`src/rtl/dma_pkg.sv`:
```
// ---------------------------------------------------------------------------
// dma_pkg
//
// Shared definitions for the AXI4 DMA read master:
//   - dma_rd_state_t : command FSM states
//   - AXI_BURST_INCR : AXI burst type used for every AR
//   - AXI_RESP_OKAY  : the only response that does not flag an error
//   - AXI_4K         : AXI page size that a burst may never cross
//   - calc_burst_len : beats for the next burst, limited by the maximum
//                      burst length, the beats still owed to the command,
//                      and the room left before the next 4 KB boundary
// ---------------------------------------------------------------------------
package dma_pkg;

    typedef enum logic [1:0] {
        ST_IDLE  = 2'd0,
        ST_ISSUE = 2'd1,
        ST_DRAIN = 2'd2,
        ST_DONE  = 2'd3
    } dma_rd_state_t;

    localparam logic [1:0]  AXI_BURST_INCR = 2'b01;
    localparam logic [1:0]  AXI_RESP_OKAY  = 2'b00;
    localparam int unsigned AXI_4K         = 4096;

    // Only the page offset of the address matters for the boundary limit.
    // The result is at most 255 here (beats_left is 8 bits) but is kept
    // 9 bits wide so a 256-beat maximum still fits.
    function automatic logic [8:0] calc_burst_len(
        input logic [11:0]  addr,
        input logic [7:0]   beats_left,
        input int unsigned  max_burst,
        input int unsigned  bpb
    );
        int unsigned room;
        int unsigned len;
        room = (AXI_4K - 32'(addr)) / bpb;
        len  = max_burst;
        if (32'(beats_left) < len) len = 32'(beats_left);
        if (room < len)            len = room;
        return len[8:0];
    endfunction

endpackage

```
`src/rtl/axi_dma_reader.sv`:
```
// ---------------------------------------------------------------------------
// axi_dma_reader
//
// AXI4 read master feeding tile_loader. One command at a time: a start byte
// address and a beat count. The command is split into INCR bursts that never
// cross a 4 KB page, with at most MAX_OUTSTANDING bursts in flight, and every
// returned beat is forwarded one cycle later on rd_data/rd_data_vld. The
// consumer cannot stall, so rready is held high whenever a command is active.
//
// Ports:
//   clk, rst          clock and synchronous active-high reset
//   rd_start_dma      one-cycle command pulse (ignored while rd_busy)
//   rd_start_addr     start byte address (low beat-offset bits dropped)
//   rd_num_trans      beats to read, 0..255
//   rd_busy           command in progress
//   rd_done           one-cycle completion pulse
//   rd_data/_vld      forwarded read beat
//   rd_err            sticky error flag, set by any non-OKAY rresp,
//                     cleared by the next accepted command
//   m_axi_ar*         AXI4 read address channel (master side)
//   m_axi_r*          AXI4 read data channel (master side)
// ---------------------------------------------------------------------------
module axi_dma_reader
    import dma_pkg::*;
#(
    parameter int ADDR_W          = 32,
    parameter int DATA_W          = 32,
    parameter int MAX_BURST       = 16,
    parameter int MAX_OUTSTANDING = 4
) (
    input  logic              clk,
    input  logic              rst,

    input  logic              rd_start_dma,
    input  logic [ADDR_W-1:0] rd_start_addr,
    input  logic [7:0]        rd_num_trans,
    output logic              rd_busy,
    output logic              rd_done,
    output logic [DATA_W-1:0] rd_data,
    output logic              rd_data_vld,
    output logic              rd_err,

    output logic [ADDR_W-1:0] m_axi_araddr,
    output logic [7:0]        m_axi_arlen,
    output logic [2:0]        m_axi_arsize,
    output logic [1:0]        m_axi_arburst,
    output logic              m_axi_arvalid,
    input  logic              m_axi_arready,
    input  logic [DATA_W-1:0] m_axi_rdata,
    input  logic [1:0]        m_axi_rresp,
    input  logic              m_axi_rlast,
    input  logic              m_axi_rvalid,
    output logic              m_axi_rready
);

    localparam int BPB      = DATA_W / 8;
    localparam int BPB_LOG2 = $clog2(BPB);
    localparam int OUT_W    = $clog2(MAX_OUTSTANDING + 1);

    localparam logic [OUT_W-1:0]  OUT_MAX    = OUT_W'(MAX_OUTSTANDING);
    localparam logic [2:0]        ARSIZE     = 3'(BPB_LOG2);
    localparam logic [ADDR_W-1:0] ALIGN_MASK = ~(ADDR_W'(BPB) - ADDR_W'(1));

    dma_rd_state_t     state_q, state_d;
    logic [ADDR_W-1:0] cur_addr_q, cur_addr_d;
    logic [7:0]        beats_left_q, beats_left_d;
    logic [OUT_W-1:0]  outstanding_q, outstanding_d;
    logic              rd_err_q, rd_err_d;
    logic [DATA_W-1:0] rd_data_q;
    logic              rd_data_vld_q;

    logic [8:0]        blen;
    logic [ADDR_W-1:0] blen_bytes;
    logic              ar_valid;
    logic              ar_hs;
    logic              r_hs;
    logic              r_last_hs;

    // The next burst is sized purely from registered state, so the AR fields
    // cannot move while arvalid waits for arready. Once arvalid rises it can
    // only fall through a handshake: without one the outstanding count can
    // only go down, so the cap stays satisfied.
    assign blen       = calc_burst_len(cur_addr_q[11:0], beats_left_q,
                                       MAX_BURST, BPB);
    assign blen_bytes = ADDR_W'(blen) << BPB_LOG2;
    assign ar_valid   = (state_q == ST_ISSUE) && (outstanding_q < OUT_MAX);
    assign ar_hs      = ar_valid && m_axi_arready;
    assign r_hs       = m_axi_rvalid && m_axi_rready;
    assign r_last_hs  = r_hs && m_axi_rlast;

    // Command FSM, burst splitter, outstanding counter and error flag.
    // A zero-length command takes no AR; it passes through DRAIN (which sees
    // nothing outstanding) so rd_done lands two cycles after the command,
    // the same spacing as the last rlast to rd_done on a normal command.
    always_comb begin
        state_d       = state_q;
        cur_addr_d    = cur_addr_q;
        beats_left_d  = beats_left_q;
        outstanding_d = outstanding_q;
        rd_err_d      = rd_err_q;

        case (state_q)
            ST_IDLE: begin
                if (rd_start_dma) begin
                    cur_addr_d   = rd_start_addr & ALIGN_MASK;
                    beats_left_d = rd_num_trans;
                    rd_err_d     = 1'b0;
                    state_d      = (rd_num_trans == 8'd0) ? ST_DRAIN : ST_ISSUE;
                end
            end
            ST_ISSUE: begin
                if (ar_hs) begin
                    cur_addr_d   = cur_addr_q + blen_bytes;
                    beats_left_d = beats_left_q - blen[7:0];
                    if (beats_left_q == blen[7:0]) begin
                        state_d = ST_DRAIN;
                    end
                end
            end
            ST_DRAIN: begin
                if (outstanding_q == '0) begin
                    state_d = ST_DONE;
                end
            end
            ST_DONE: begin
                state_d = ST_IDLE;
            end
            default: begin
                state_d = ST_IDLE;
            end
        endcase

        // An AR accept and a burst completion in the same cycle cancel out.
        case ({ar_hs, r_last_hs})
            2'b10:   outstanding_d = outstanding_q + OUT_W'(1);
            2'b01:   outstanding_d = outstanding_q - OUT_W'(1);
            default: outstanding_d = outstanding_q;
        endcase

        // rready is low in IDLE, so this never collides with the clear above.
        if (r_hs && (m_axi_rresp != AXI_RESP_OKAY)) begin
            rd_err_d = 1'b1;
        end
    end

    // State registers. Reset abandons any command in flight without a
    // completion pulse; the slave side is expected to be reset alongside.
    always_ff @(posedge clk) begin
        if (rst) begin
            state_q       <= ST_IDLE;
            cur_addr_q    <= '0;
            beats_left_q  <= '0;
            outstanding_q <= '0;
            rd_err_q      <= 1'b0;
        end else begin
            state_q       <= state_d;
            cur_addr_q    <= cur_addr_d;
            beats_left_q  <= beats_left_d;
            outstanding_q <= outstanding_d;
            rd_err_q      <= rd_err_d;
        end
    end

    // Registered beat forwarding: every accepted beat, error or not, appears
    // on rd_data one cycle after its R handshake.
    always_ff @(posedge clk) begin
        if (rst) begin
            rd_data_q     <= '0;
            rd_data_vld_q <= 1'b0;
        end else begin
            rd_data_vld_q <= r_hs;
            if (r_hs) begin
                rd_data_q <= m_axi_rdata;
            end
        end
    end

    // AR fields are forced to zero whenever no request is being presented.
    assign m_axi_arvalid = ar_valid;
    assign m_axi_araddr  = ar_valid ? cur_addr_q : '0;
    assign m_axi_arlen   = ar_valid ? 8'(blen - 9'd1) : 8'd0;
    assign m_axi_arsize  = ARSIZE;
    assign m_axi_arburst = AXI_BURST_INCR;
    assign m_axi_rready  = (state_q != ST_IDLE);

    assign rd_busy     = (state_q != ST_IDLE);
    assign rd_done     = (state_q == ST_DONE);
    assign rd_data     = rd_data_q;
    assign rd_data_vld = rd_data_vld_q;
    assign rd_err      = rd_err_q;

endmodule

```
`config.mk`:
```
export PLATFORM = sky130hd
export DESIGN_NAME = axi_dma_reader
export DESIGN_NICKNAME = d
export VERILOG_FILES = /design/src/rtl/dma_pkg.sv /design/src/rtl/axi_dma_reader.sv
export SDC_FILE = /design/constraint.sdc
export NUM_CORES = 1
export LEC_CHECK = 0
export ABC_CLOCK_PERIOD_IN_PS = 10300
export BUFFER_PORTS_ARGS = -buffer_cell sky130_fd_sc_hd__buf_4
export CORE_MARGIN = 3
export CORE_UTILIZATION = 57
export DETAILED_ROUTE_END_ITERATION = 7
export GPL_TIMING_DRIVEN = 0
export PLACE_DENSITY = 0.86
export SYNTH_ARGS = -nofsm -noshare
export SYNTH_HDL_FRONTEND = slang
export SYNTH_SLANG_ARGS = --single-unit
```
`constraint.sdc`:
```
create_clock -name clk -period 10.3 [get_ports clk]
set_clock_uncertainty 0.15 [all_clocks]
set_input_delay 1.03 -clock clk [delete_from_list [all_inputs] [get_ports clk]]
set_output_delay 1.03 -clock clk [all_outputs]
set_load 0.01 [all_outputs]
```
==> flow_summary.json <==
{
  "power.density_nw_per_um2": 287.3,
  "async_flop_share": 0,
  "critical_path_peak_fanout": 10,
  "whs_path_depth": 2,
  "critical_path_class": "reg -> out",
  "layout_setup_ws_ns": 4.063,
  "drt_iter0_drc": 554,
  "rrSetupSlack_ns": 4.17,
  "required_ns": 9.12,
  "cts_root_buf": "clkbuf_8",
  "clkSinkCount": 77,
  "arrival_ns": 5.06,
  "dr.pass1.iters": 8,
  "start_util": 0.6034,
  "cts_hold_buffers": 0,
  "place_inst": 1001,
  "fin_tns_setup_ns": 0,
  "synth_cell_types": 66,
  "gp_congestion": 0.9611,
  "synth_cells": 733,
  "tightest_slew_ns": 0.7093,
  "drc": 0,
  "setup_viol": 0,
  "avgRoutedWirePerCell_um": 17.65,
  "postSynthAreaPerCell_um2": 7.354,
  "die_w_um": 103.2,
  "core-area_um2": 8934,
  "io-pin-count": 163,
  "die_area_um2": 10660,
  "synth.largest_area_cell": "dfxtp_1",
  "grt_pass1_vias": 5706,
  "hold_class": "reg -> reg",
  "cts_resized": 0,
  "max_freq_ghz": 0.1603,
  "status": "complete, no violations",
  "stdcell_count": 1017,
  "p_sw_uw": 1007,
  "drive_above_1_share": 0.2200,
  "dpl.hpwl_um": 13570,
  "final_nets": 1017,
  "cap_violations": 0,
  "grt_overflow": 0,
  "ir_drop_mv": 0.1694,
  "vias": 6191,
  "fp-row-count": 34,
  "clk-insertion-delay-late_ns": 0.36,
  "grt_usage": 0.3237,
  "antenna_cells": 0,
  "cts_buffer_depth": 2,
  "rsz0062_at_grt": "no",
  "post_cts_buffers": 0,
  "p_leak_uw": 0.002958,
  "end_kind": "output port",
  "pwr-share-comb": 0.644,
  "grt_max_degree": 16,
  "cts-buffers-inserted": 9,
  "max_slew_margin": 0.5272,
  "period_minus_slack_ns": 6.237,
  "drt-vias-per-instance": 6.088,
  "htree_num_levels": 3,
  "final_util": 0.7699,
  "min_period_over_period": 0.6055,
  "netlist_top_cells_count": "nand2_1, dfxtp_1, a21oi_1, nor2_1, clkbuf_1",
  "synth_top_area_share": 0.2860,
  "preCtsSetupSlack_ns": 4.324,
  "total_power_uw": 1976,
  "synth-edff-count": 0,
  "startpoint_type": "flip-flop",
  "die_h_um": 103.2,
  "path_clk_slew_ns": 0.09,
  "cts_tree": "done",
  "post-synth-top-count-cell": "nand2_1",
  "internal-power_uw": 969.0,
  "wirelength_um": 17950,
  "pwr-share-clk": 0.112,
  "syn_area_um2": 5390,
  "synth_top_flop_cell": "dfxtp_1",
  "yosysSeqAreaShare": 0.2860,
  "r2r_cells": 21,
  "hold_violations": 0,
  "syn_to_final_growth_pct": 27.60,
  "grt_pass1_wl_um": 27300,
  "report.final.slew_viol_count": 0,
  "antenna_found_initial": 0,
  "port_buffers": 152,
  "switching_share": 0.5096,
  "synth_seq_cells": 77,
  "ant_nets": 0,
  "yosysWarningCount": 0,
  "power_frac_seq": 0.244,
  "synth.area.top_cells": "dfxtp_1, nand2_1, a21oi_1, ha_1, nor2_1"
}
==> worst paths after layout <==
path / from / endpoint
worst max-delay path: cur_addr_q[2] / m_axi_arlen[6]
worst max register to register: cur_addr_q[2] / cur_addr_q[20]
worst min-delay path: rd_data[12] / rd_data[12]
worst min register to register: rd_data[12] / rd_data[12]
==> routing by layer <==
layer  part of all wire  GRT usage  vias up
li1                   -          -     2892
met1               0.37     0.4025     2808
met2               0.48     0.5530      405
met3               0.10    0.04829       86
met4              0.040     0.1474        0
met5                  0          0        -
==> cell usage in the layout (no fill, tap or decap), drive strengths merged, types with 8 or more instances in the layout <==
master	instances
a211oi	14
a21oi	78
a31oi	18
and2	32
and3	15
buf	166
clkbuf	48
conb	10
dfxtp	77
ha	30
inv	36
mux2i	8
nand2	110
nand3	31
nand4	8
nor2	62
nor3	20
nor4	11
o21ai	28
or3	10
xnor2	9
xor2	11
==> flip-flops by register name, indices dropped and copies added, names as in the netlist <==
| name | flops |
|---|---|
| outstanding_q | 3 |
| rd_err | 1 |
| state_q | 2 |
| rd_data_vld | 1 |
| beats_left_q | 8 |
| rd_data | 32 |
| cur_addr_q | 30 |
==> layout make-up <==
cell class                      count  area (um^2)
Multi-Input combinational cell    579         3522
Fill cell                         689         2056
Sequential cell                    77         1541
Timing Repair Buffer              152         1141
Buffer                             53        236.5
Tap cell                          108        135.1
Clock buffer                        9        123.9
Inverter                           32        120.1
Clock inverter                      7        57.56
==> critical path, cell delays in order, from the launching register on <==
cell,delay [ns]
dfxtp_1,0.34
clkbuf_1,0.35
inv_1,0.17
ha_1,0.30
nand2_1,0.10
xor2_1,0.42
ha_1,0.31
nand2_1,0.08
o21ai_0,0.15
a221oi_4,0.47
nand2_4,0.17
inv_1,0.11
buf_4,0.17
nor2_1,0.07
a21oi_1,0.38
ha_1,0.35
nand3_1,0.12
xnor2_1,0.15
mux2_2,0.26
nor2_1,0.09
buf_4,0.13
==> power groups by stage <==
stage	combinational (uW)	clock (uW)	sequential, uW
floorplan	867	0	465
global placement	1200	0	479
detailed placement	1230	0	483
CTS	1250	220	476
global route	1400	230	492
finish	1270	222	481
==> kinds of logic (layout without fill, tap and decap cells) <==
family / after synthesis / count (layout) / share of synthesized area
simple gates: 327 / 327 / 0.3048
compound gates: 177 / 177 / 0.2029
buf+inv: 85 / 253 / 0.06616
flops: 77 / 77 / 0.2860
fa+ha+maj: 33 / 33 / 0.08078
xor+xnor: 20 / 20 / 0.03250
mux: 12 / 12 / 0.02553
other cells: 2 / 10 / 0.001393
==> per-stage QoR <==
stage               instance area [um^2]  hold slack (ns)
floorplan                           5420           0.3169
global placement                    6696           0.2929
detailed placement                  6696           0.2981
CTS                                 6878           0.3092
global route                        6878           0.3306
finish                              6878           0.3074
(Power assumes the default switching activity.)
